===== config.mk =====
export PLATFORM = sky130hd
export DESIGN_NAME = tensor_stream_sink
export DESIGN_NICKNAME = d
export VERILOG_FILES = /design/src/rtl/tensor_stream_sink.sv
export SDC_FILE = /design/constraint.sdc
export NUM_CORES = 1
export LEC_CHECK = 0
export ABC_AREA = 0
export BUFFER_PORTS_ARGS = -buffer_cell sky130_fd_sc_hd__clkbuf_2
export CAP_MARGIN = 25
export CORE_MARGIN = 2
export CORE_UTILIZATION = 50
export DETAILED_ROUTE_END_ITERATION = 12
export HOLD_SLACK_MARGIN = 0.08
export PLACE_DENSITY = 0.68
export SYNTH_ARGS = -nofsm -noshare
export SYNTH_HDL_FRONTEND = slang
export SYNTH_SLANG_ARGS = --single-unit

===== constraint.sdc =====
create_clock -name clk -period 7.51 [get_ports clk]
set_input_delay 0.751 -clock clk [delete_from_list [all_inputs] [get_ports clk]]
set_output_delay 0.751 -clock clk [all_outputs]
set_load 0.005 [all_outputs]

===== src/rtl/tensor_stream_sink.sv =====
// Valid/ready tensor sink: packs each accepted beat into one RAM word, stops after a full frame,
// and serves the stored frame through a 2-cycle addr/ce0/q0 read port.
module tensor_stream_sink #(
  parameter int DATA_IN_TENSOR_SIZE_DIM_0 = 32,
  parameter int DATA_IN_TENSOR_SIZE_DIM_1 = 1,
  parameter int DATA_IN_PRECISION_0       = 16,
  parameter int DATA_IN_PRECISION_1       = 3,
  parameter int DATA_IN_PARALLELISM_DIM_0 = 1,
  parameter int DATA_IN_PARALLELISM_DIM_1 = 1,
  parameter int IN_DEPTH   = (DATA_IN_TENSOR_SIZE_DIM_0 * DATA_IN_TENSOR_SIZE_DIM_1) /
                             (DATA_IN_PARALLELISM_DIM_0 * DATA_IN_PARALLELISM_DIM_1),
  parameter int ADDR_WIDTH = $clog2(IN_DEPTH) + 1
) (
  input  logic                           clk,
  input  logic                           rst,
  input  logic [DATA_IN_PRECISION_0-1:0] data_in [DATA_IN_PARALLELISM_DIM_0*DATA_IN_PARALLELISM_DIM_1],
  input  logic                           data_in_valid,
  output logic                           data_in_ready,
  input  logic                           clear,
  output logic                           full,
  output logic [7:0]                     frame_count,
  input  logic [ADDR_WIDTH-1:0]          address0,
  input  logic                           ce0,
  output logic [DATA_IN_PRECISION_0*DATA_IN_PARALLELISM_DIM_0*DATA_IN_PARALLELISM_DIM_1-1:0] q0
);

  localparam int PAR    = DATA_IN_PARALLELISM_DIM_0 * DATA_IN_PARALLELISM_DIM_1;
  localparam int WORD_W = DATA_IN_PRECISION_0 * PAR;
  localparam int IDX_W  = (IN_DEPTH > 1) ? $clog2(IN_DEPTH) : 1;

  // Fixed-point format is bookkeeping only, but a fraction wider than the element is a config error.
  if (DATA_IN_PRECISION_1 >= DATA_IN_PRECISION_0) begin : g_bad_frac
    $error("tensor_stream_sink: fractional bits must be fewer than element width");
  end

  typedef enum logic {S_FILL, S_FULL} state_t;

  state_t              r_state;
  logic [IDX_W-1:0]    r_wr_ptr;
  logic                r_full;
  logic [7:0]          r_frame_count;
  logic [WORD_W-1:0]   r_mem [IN_DEPTH];
  logic [WORD_W-1:0]   r_rd_p0;
  logic [WORD_W-1:0]   r_rd_p1;

  logic                w_accept;
  logic                w_last;
  logic                w_rd_in_range;
  logic [IDX_W-1:0]    w_rd_idx;
  logic [WORD_W-1:0]   w_beat;

  assign data_in_ready = (r_state == S_FILL) && !clear && !rst;
  assign w_accept      = data_in_valid && data_in_ready;
  assign w_last        = (r_wr_ptr == IDX_W'(IN_DEPTH - 1));
  assign w_rd_in_range = (int'(address0) < IN_DEPTH);
  assign w_rd_idx      = address0[IDX_W-1:0];

  always_comb begin
    w_beat = '0;
    for (int j = 0; j < PAR; j++) begin
      w_beat[DATA_IN_PRECISION_0*j +: DATA_IN_PRECISION_0] = data_in[j];
    end
  end

  // Fill/hold control: rst beats clear, clear beats an accept (ready is already low under clear).
  always_ff @(posedge clk) begin
    if (rst) begin
      r_state       <= S_FILL;
      r_wr_ptr      <= '0;
      r_full        <= 1'b0;
      r_frame_count <= 8'd0;
    end else if (clear) begin
      r_state  <= S_FILL;
      r_wr_ptr <= '0;
      r_full   <= 1'b0;
    end else if (w_accept) begin
      if (w_last) begin
        r_wr_ptr      <= '0;
        r_state       <= S_FULL;
        r_full        <= 1'b1;
        r_frame_count <= r_frame_count + 8'd1;
      end else begin
        r_wr_ptr <= r_wr_ptr + 1'b1;
      end
    end
  end

  always_ff @(posedge clk) begin
    if (w_accept) begin
      r_mem[r_wr_ptr] <= w_beat;
    end
  end

  // Read stage p0: RAM fetch (old data on a same-word write); stage p1: output register.
  always_ff @(posedge clk) begin
    if (rst) begin
      r_rd_p0 <= '0;
      r_rd_p1 <= '0;
    end else if (ce0) begin
      r_rd_p0 <= w_rd_in_range ? r_mem[w_rd_idx] : '0;
      r_rd_p1 <= r_rd_p0;
    end
  end

  assign full        = r_full;
  assign frame_count = r_frame_count;
  assign q0          = r_rd_p1;

endmodule

Yosys cells after proc, flatten, opt, wreduce, memory -nomap -nowiden
Memories as Yosys holds them, arrays and structs flattened.
Index checks and enable logic that the tools add are counted.
{"block": "word_totals", "reg_bits": 46, "latch_bits": 0, "ram_bits": 512, "romBits": 0, "in_bits": 27, "out_inout_bits": 26, "wordCells": 24, "mem_count": 1}
{"memory": "r_mem", "depth": 32, "word_bits": 16, "rd": 1, "rd_ports_with_merged_regs": 0, "wr": 1, "line": "42", "source": "logic [WORD_W-1:0] r_mem [IN_DEPTH];"}
{"block": "op_classes", "addsub": 2, "mul": 0, "n_div": 0, "n_lt_le_gt_ge": 1, "n_eq_ne": 1, "n_shift": 0, "mux": 4, "n_bitwise": 2, "reduce_logical": 8}
{"cell": "16-bit 2-to-1 mux", "count": 1}
{"cell": "8-bit by 1-bit adder with 8-bit output (second input constant)", "count": 1}
{"cell": "6-bit less-than comparator (second input constant)", "count": 1}
{"cell": "5-bit by 1-bit adder with 5-bit output (second input constant)", "count": 1}
{"cell": "5-bit equality test (second input constant)", "count": 1}
{"cell": "5-bit 2-to-1 mux", "count": 1}
{"cell": "1-bit logical AND", "count": 3}
{"cell": "3-bit AND reduction", "count": 1}
{"cell": "1-bit zero test", "count": 2}
{"cell": "1-bit 2-to-1 mux", "count": 2}
{"cell": "1-bit inverter", "count": 2}
{"cell": "2-bit AND reduction", "count": 1}
{"cell": "2-bit OR reduction", "count": 1}

Longest topological paths before layout
Gate-level depths: netlist of run 1.
{"block": "logic_depth", "word_depth": 6, "ltp_mapped": 8, "mapped_depth_nobuf": 6}

Least setup slack after synthesis of run 1
OpenSTA, ideal clock, no wires.
{"block": "synth_path", "kind": "input to register", "startpoint": "input clear", "endpoint": "memory r_mem[14][0] in the netlist's numbering, enable pin", "setup_ps": 388, "t_arrival_ps": 2406, "t_required_ps": 7122, "path_slack_ps": 4715, "stages": 4, "path_buffers": 1, "path_cell_list": "nor4b_4 -> clkbuf_1 -> nand2_1 -> nor2_1"}
{"block": "synth_via", "elab_chain_len": 6}
{"element": "start: declaration", "line": "19", "source": "input logic clear,"}
{"element": "1-bit zero test", "line": "52", "source": "assign data_in_ready = (r_state == S_FILL) && !clear && !rst;"}
{"element": "1-bit logical AND (2 in a row)", "line": "52"}
{"element": "1-bit logical AND", "line": "53", "source": "assign w_accept = data_in_valid && data_in_ready;"}
{"element": "1-bit 2-to-1 mux", "line": "89", "source": "if (w_accept) begin"}
{"element": "1-bit 2-to-1 mux (not written as such)", "line": "90", "source": "r_mem[r_wr_ptr] <= w_beat;"}
{"element": "end: declaration", "line": "42"}
Every way passes these cells.

Final worst setup path of run 1
{"block": "layout_path", "startpoint": "input address0[1]", "endpoint": "register r_rd_p0[15]"}
{"block": "layout_via", "elab_chain_len": 2}
{"element": "start: declaration", "line": "22", "source": "input logic [ADDR_WIDTH-1:0] address0,"}
{"element": "memory read 32 x 16 bit / 6-bit less-than comparator (equally long branches)"}
{"element": "16-bit 2-to-1 mux (*)", "line": "100", "source": "r_rd_p0 <= w_rd_in_range ? r_mem[w_rd_idx] : '0;"}
{"element": "end signal: assignment", "line": "100"}
{"element": "end: declaration", "line": "43", "source": "logic [WORD_W-1:0] r_rd_p0;"}
Mark *: on every way between the ends. The rest lies on a longest branch, timed or not.
A chain may end at the register's enable or synchronous reset.

==> reports/results.ini, run 1 <==
[timing]
tightest_slew_ns=1.02
finalMaxSlewViolations=0
max_freq_ghz=0.324
hold_viol_final=0
clock_skew_ns=0.0211
fin_crit_sh_pct=41.1
hold_slack_ns=0.436
fin_crit_ns=3.09
setup_viol=0
finalSetupTns_ns=0
maxSlewHeadroom_pct=31.9
worst_slack_ns=4.42
rsz0062_at_grt=false

[final_layout]
areaGrowthSynthToFinish_pct=13.4
drive_gt1_share_pct=24.5
fill_cells=3171
most-common-layout-cells=512 x edfxtp_1, 99 x mux4_2, 74 x mux2i_1
final_nets=1234
final_common_cell=edfxtp_1
fin_cells=1833
diodes=0

[placement]
io_buffers=52
post-place-ws_ns=3.86
dp.cells=1728
gp_congestion=0.815
dpl.hpwl_mm=30.1

[grt]
grt-ovfl-total=0
first_global_vias=11000
grt_usage_pct=23.4
grt_max_degree=81
antenna_found_initial=2
grt_pass1_wl_mm=75.2

[routing]
drc=0
m1WireLength_mm=20.9
routedWlPerCell_microns=27.9
drt-initial-drc-count=1078
wl_mm=51.2
drt.antenna.violating_nets=0
dr_wl_met3_mm=4.57
vias=11100
drtPass1Iterations=6
drt-vias-per-instance=6.06
routed.top_layer=met5
met2WireLength_mm=24.0

[cts]
cts_tree=built
numClockSinks=558
worst_skew_pair.late_latency_ns=0.61
cts-resized-gates=0
hold_buffers=0
post_cts_buffers=0
htreeDepth=2
clkTransAtPathRegs_ns=0.06
cts_root_buf=clkbuf_16
clock_path_buffers=3
numCtsBuffers=56

[die]
fp.dieH_microns=213
ios=53
core_area_sq_um=43100
start_util_pct=50.7
dieArea_sq_um=45400
die_w_microns=213
num_rows=76

[critical_path]
required_ns=7.96
critPathKind=primary input to flop
rr_worst_depth=4
cp.arrival_ns=3.53
crit_path_end_kind=flop
worst_setup_path_start_kind=primary input
cp_max_fo=80

[yosys]
syn-cell-area_sq_um=21800
synthCells=1111
ys_ff_latch=558
ys_types=51
synth_seq_area_share_pct=74.6
postSynth.asyncResetShare_pct=0
synthFlopType=edfxtp_1
syn-mean-instance-area_sq_um=19.7
synth-edff-count=512
synth_fp_nets=1144
yosys_warnings=0

[worst_hold_path]
hold_depth=2
holdCritPathClass=primary input to flop

[status]
outcome=finished, final reports clean

[job]
drv_cap=0

[pwr]
vdd_drop_max_mv=0.184
power.density_nw_per_um2=268
design_power_total_mw=6.64
cellLeakagePower_nw=8.04

-- cell families (layout without fill, tap and decap cells) --
| logic type | after synthesis | after routing | synth area share (%) |
|---|---|---|---|
| flip-flops | 558 | 558 | 74.6 |
| multiplexers | 188 | 188 | 14.6 |
| AND/OR/NAND/NOR | 188 | 188 | 4.51 |
| AO/OA/AOI/OAI | 100 | 100 | 3.85 |
| buffers and inverters | 65 | 202 | 1.81 |
| adder cells (fa/ha/maj) | 6 | 6 | 0.344 |
| XOR/XNOR | 6 | 6 | 0.241 |
-- per-stage QoR --
stage	area [sq um]	util (%)
after CTS	24800	57.5
after global placement	22800	52.9
after detailed placement	22800	52.9
after global routing	24800	57.5
after floorplan	21800	-
final	24800	57.5
-- critical path, cell delays in order --
cell,delay (ns)
clkbuf_8,0.61
buf_4,0.65
mux2i_1,0.26
o22ai_1,0.10
a2111oi_0,0.83
a211oi_1,0.15
-- sequential cells by signal (all words and copies together) (netlist names) --
| signal | cells |
|---|---|
| frame_count | 8 |
| full | 1 |
| r_rd_p0 | 16 |
| r_mem | 512 |
| q0 | 16 |
| r_wr_ptr | 5 |
-- power by group --
part | total [mW] | internal [mW] | leakage [nW] | switching [mW]
registers | 3.41 | 3.40 | 4.98 | 0.0121
logic | 0.279 | 0.102 | 2.11 | 0.177
clock network | 2.95 | 1.79 | 0.962 | 1.16
total | 6.64 | 5.29 | 8.04 | 1.35
-- cell type report --
class                      instances  area [sq um]  area share [%]
multi-input combinational        488          5180            20.9
clock inverter                    38           447            1.80
tap                              585           732            2.95
clock buffer                      67          1530            6.16
inverter                           4          15.0          0.0606
sequential                       558         16300            65.8
timing repair buffer              93           586            2.36
-- layer usage --
metal  global-route usage, %  vias up
li1                        -     4726
met1                    32.8     5801
met2                    36.0      485
met3                    5.57      100
met4                    8.95        4
met5                       0        -
-- synthesized netlist by cell type, drive strengths merged (3+ instances only) --
cell type  count  area share [%]
buf           38             1.3
mux2i         74             3.4
nand2b        25            0.72
a22oi          8            0.27
or3            4            0.11
a211oi        11            0.38
dfxtp         46             4.2
mux4         103              11
edfxtp       512              70
nor2          66             1.1
nand3b         5            0.17
o21ai          9            0.21
nor4           4            0.14
a2111oi       32             1.7
and2           5            0.14
nor2b         32            0.92
nor3           3           0.069
mux2          11            0.57
a21oi          8            0.18
nand3          6            0.14
ha             6            0.34
nand4          3           0.086
o2111ai       11            0.44
inv            4           0.069
clkbuf        23            0.40
xor2           5            0.20
or3b           4            0.16
nand2         24            0.41
o22ai         14            0.40
-- path summary, 6_finish.rpt --
kind | startpoint | end | slack [ns]
worst min-delay path | clear | full$_SDFFE_PP0P_ | 0.44
worst min register to register | frame_count[7]$_SDFFE_PP0P_ | frame_count[7]$_SDFFE_PP0P_ | 0.49
worst max-delay path | address0[1] | r_rd_p0[15]$_SDFFE_PP0P_ | 4.42
worst max register to register | full$_SDFFE_PP0P_ | r_mem[23][13]$_DFFE_PP_ | 5.03
(Power assumes the default switching activity.)
==> run 2: changes to the inputs <==
==> constraint.sdc (replaced) <==
create_clock -name clk -period 2.95 [get_ports clk]
set_input_delay 0.295 -clock clk [delete_from_list [all_inputs] [get_ports clk]]
set_output_delay 0.295 -clock clk [all_outputs]
set_load 0.005 [all_outputs]
==> reports/results.ini, run 2 (synthesis gave the netlist of run 1 again) <==
[status]
outcome=finished, final reports clean

[worst_hold_path]
hold_depth=3
holdCritPathClass=primary input to flop

[critical_path]
cp.arrival_ns=2.46
cp_max_fo=12
cp_slowest_cell=dlygate4sd3_1
crit_chain=dlygate4sd3_1, clkbuf_2, nor4b_4, nand2_1, nor2_1, buf_12
crit_path_end_kind=flop
rr_worst_depth=4
critPathKind=primary input to flop
critPathMaxStageDelay_ns=0.53
reg2reg_setup_slack_ns=0.80
worst_setup_path_start_kind=primary input
required_ns=3.25

[timing]
tightest_slew_ns=0.888
worst_slack_ns=0.782
max_freq_ghz=0.461
clock_skew_ns=0.0131
rsz0062_at_grt=false
finalMaxSlewViolations=0
hold_slack_ns=0.172
finalSetupTns_ns=0
fin_crit_ns=2.17
fin_crit_sh_pct=73.5
setup_viol=0
maxSlewHeadroom_pct=40.6
hold_viol_final=0

[cts]
numCtsBuffers=55
clock_path_buffers=3
numClockSinks=558
worst_skew_pair.late_latency_ns=0.59
cts_tree=built
htreeDepth=2
clkTransAtPathRegs_ns=0.06
cts-resized-gates=0
cts_root_buf=clkbuf_16

[final_layout]
fill_cells=3163
final_area_sq_um=24900
fin_util_pct=57.8
largest_reg_flops=512
fin_cells=1865
final_nets=1266
most-common-layout-cells=512 x edfxtp_1, 99 x mux4_2, 74 x mux2i_1
top_register=r_mem
drive_gt1_share_pct=26.2
areaGrowthSynthToFinish_pct=14.0
final_common_cell=edfxtp_1

[grt]
first_global_vias=11200
grt_usage_pct=22.7
grt_max_degree=36
antenna_found_initial=1
grt-ovfl-total=0
grt_pass1_wl_mm=73.9

[placement]
dp.cells=1760
placed_area_sq_um=23100
io_buffers=52
gp_congestion=0.781
dpl.hpwl_mm=31.2
post-place-ws_ns=0.442

[die]
fp.dieH_microns=213
core_area_sq_um=43100
die_w_microns=213
start_util_pct=50.7
ios=53
dieArea_sq_um=45400
num_rows=76

[pwr]
p_sw_share_pct=20.7
p_int_mw=12.9
clkPwrFrac_pct=42.0
power_frac_seq_pct=53.4
design_power_total_mw=16.3
switchingPower_mw=3.37
power.density_nw_per_um2=653
cellLeakagePower_nw=8.13
combPwrFrac_pct=4.6
vdd_drop_max_mv=0.492

[routing]
drtPass1Iterations=6
drt.antenna.violating_nets=0
vias=11200
drt-vias-per-instance=5.98
drc=0
routedWlPerCell_microns=26.7
drt-initial-drc-count=874
wl_mm=49.8

[job]
drv_cap=0

run 2: changes by cell type in the layout (fill, tap and decap cells not counted), moves of 2 or more:
cell       before  now
bufinv_16      10    3
buf_4          42   67
clkbuf_8        5    7
clkinv_2       10   13
clkbuf_1        5   11
buf_12          0    7
clkinv_1       13    8
run 2: path summary, 6_finish.rpt:
kind | from | endpoint
worst max-delay path | clear | r_mem[23][0]$_DFFE_PP_
worst min-delay path | address0[4] | r_rd_p0[3]$_SDFFE_PP0P_
worst max register to register | full$_SDFFE_PP0P_ | r_mem[23][0]$_DFFE_PP_
worst min register to register | frame_count[7]$_SDFFE_PP0P_ | frame_count[7]$_SDFFE_PP0P_
run 2: routing by layer:
layer	vias up	GRT usage [%]	wire length (microns)	share of wire [%]
li1	4796	-	-	-
met1	5827	32.1	20400	41
met2	459	37.1	24800	50
met3	75	3.31	3520	7.1
met4	2	6.56	1100	2.2
met5	-	0	13	0.026
run 2: area by class of cell:
cell class                 count  area [sq um]  area share [%]
clock buffer                  74          1550            6.22
sequential                   558         16300            65.4
antenna                        1          2.50          0.0100
timing repair buffer         126           923            3.71
multi-input combinational    488          5170            20.7
inverter                       4          15.0          0.0603
tap                          585           732            2.94
clock inverter                29           224           0.899
run 2: power groups by stage:
stage | logic (mW) | clock network [mW] | registers, mW
floorplan | 0.438 | 0 | 8.84
global placement | 0.735 | 0 | 8.86
detailed placement | 0.750 | 0 | 8.86
CTS | 0.753 | 6.91 | 8.69
global route | 0.792 | 7.22 | 8.69
finish | 0.744 | 6.82 | 8.69
run 2: what timing repair did:
action,in CTS,in global routing
setup buffers,0,0
hold endpoints to repair,2,0
hold buffers,1,0
run 2: worst max-delay path: cells and delay by family:
family | cells | cell delay, ns
simple gates | 3 | 1.24
buf+inv | 3 | 0.92
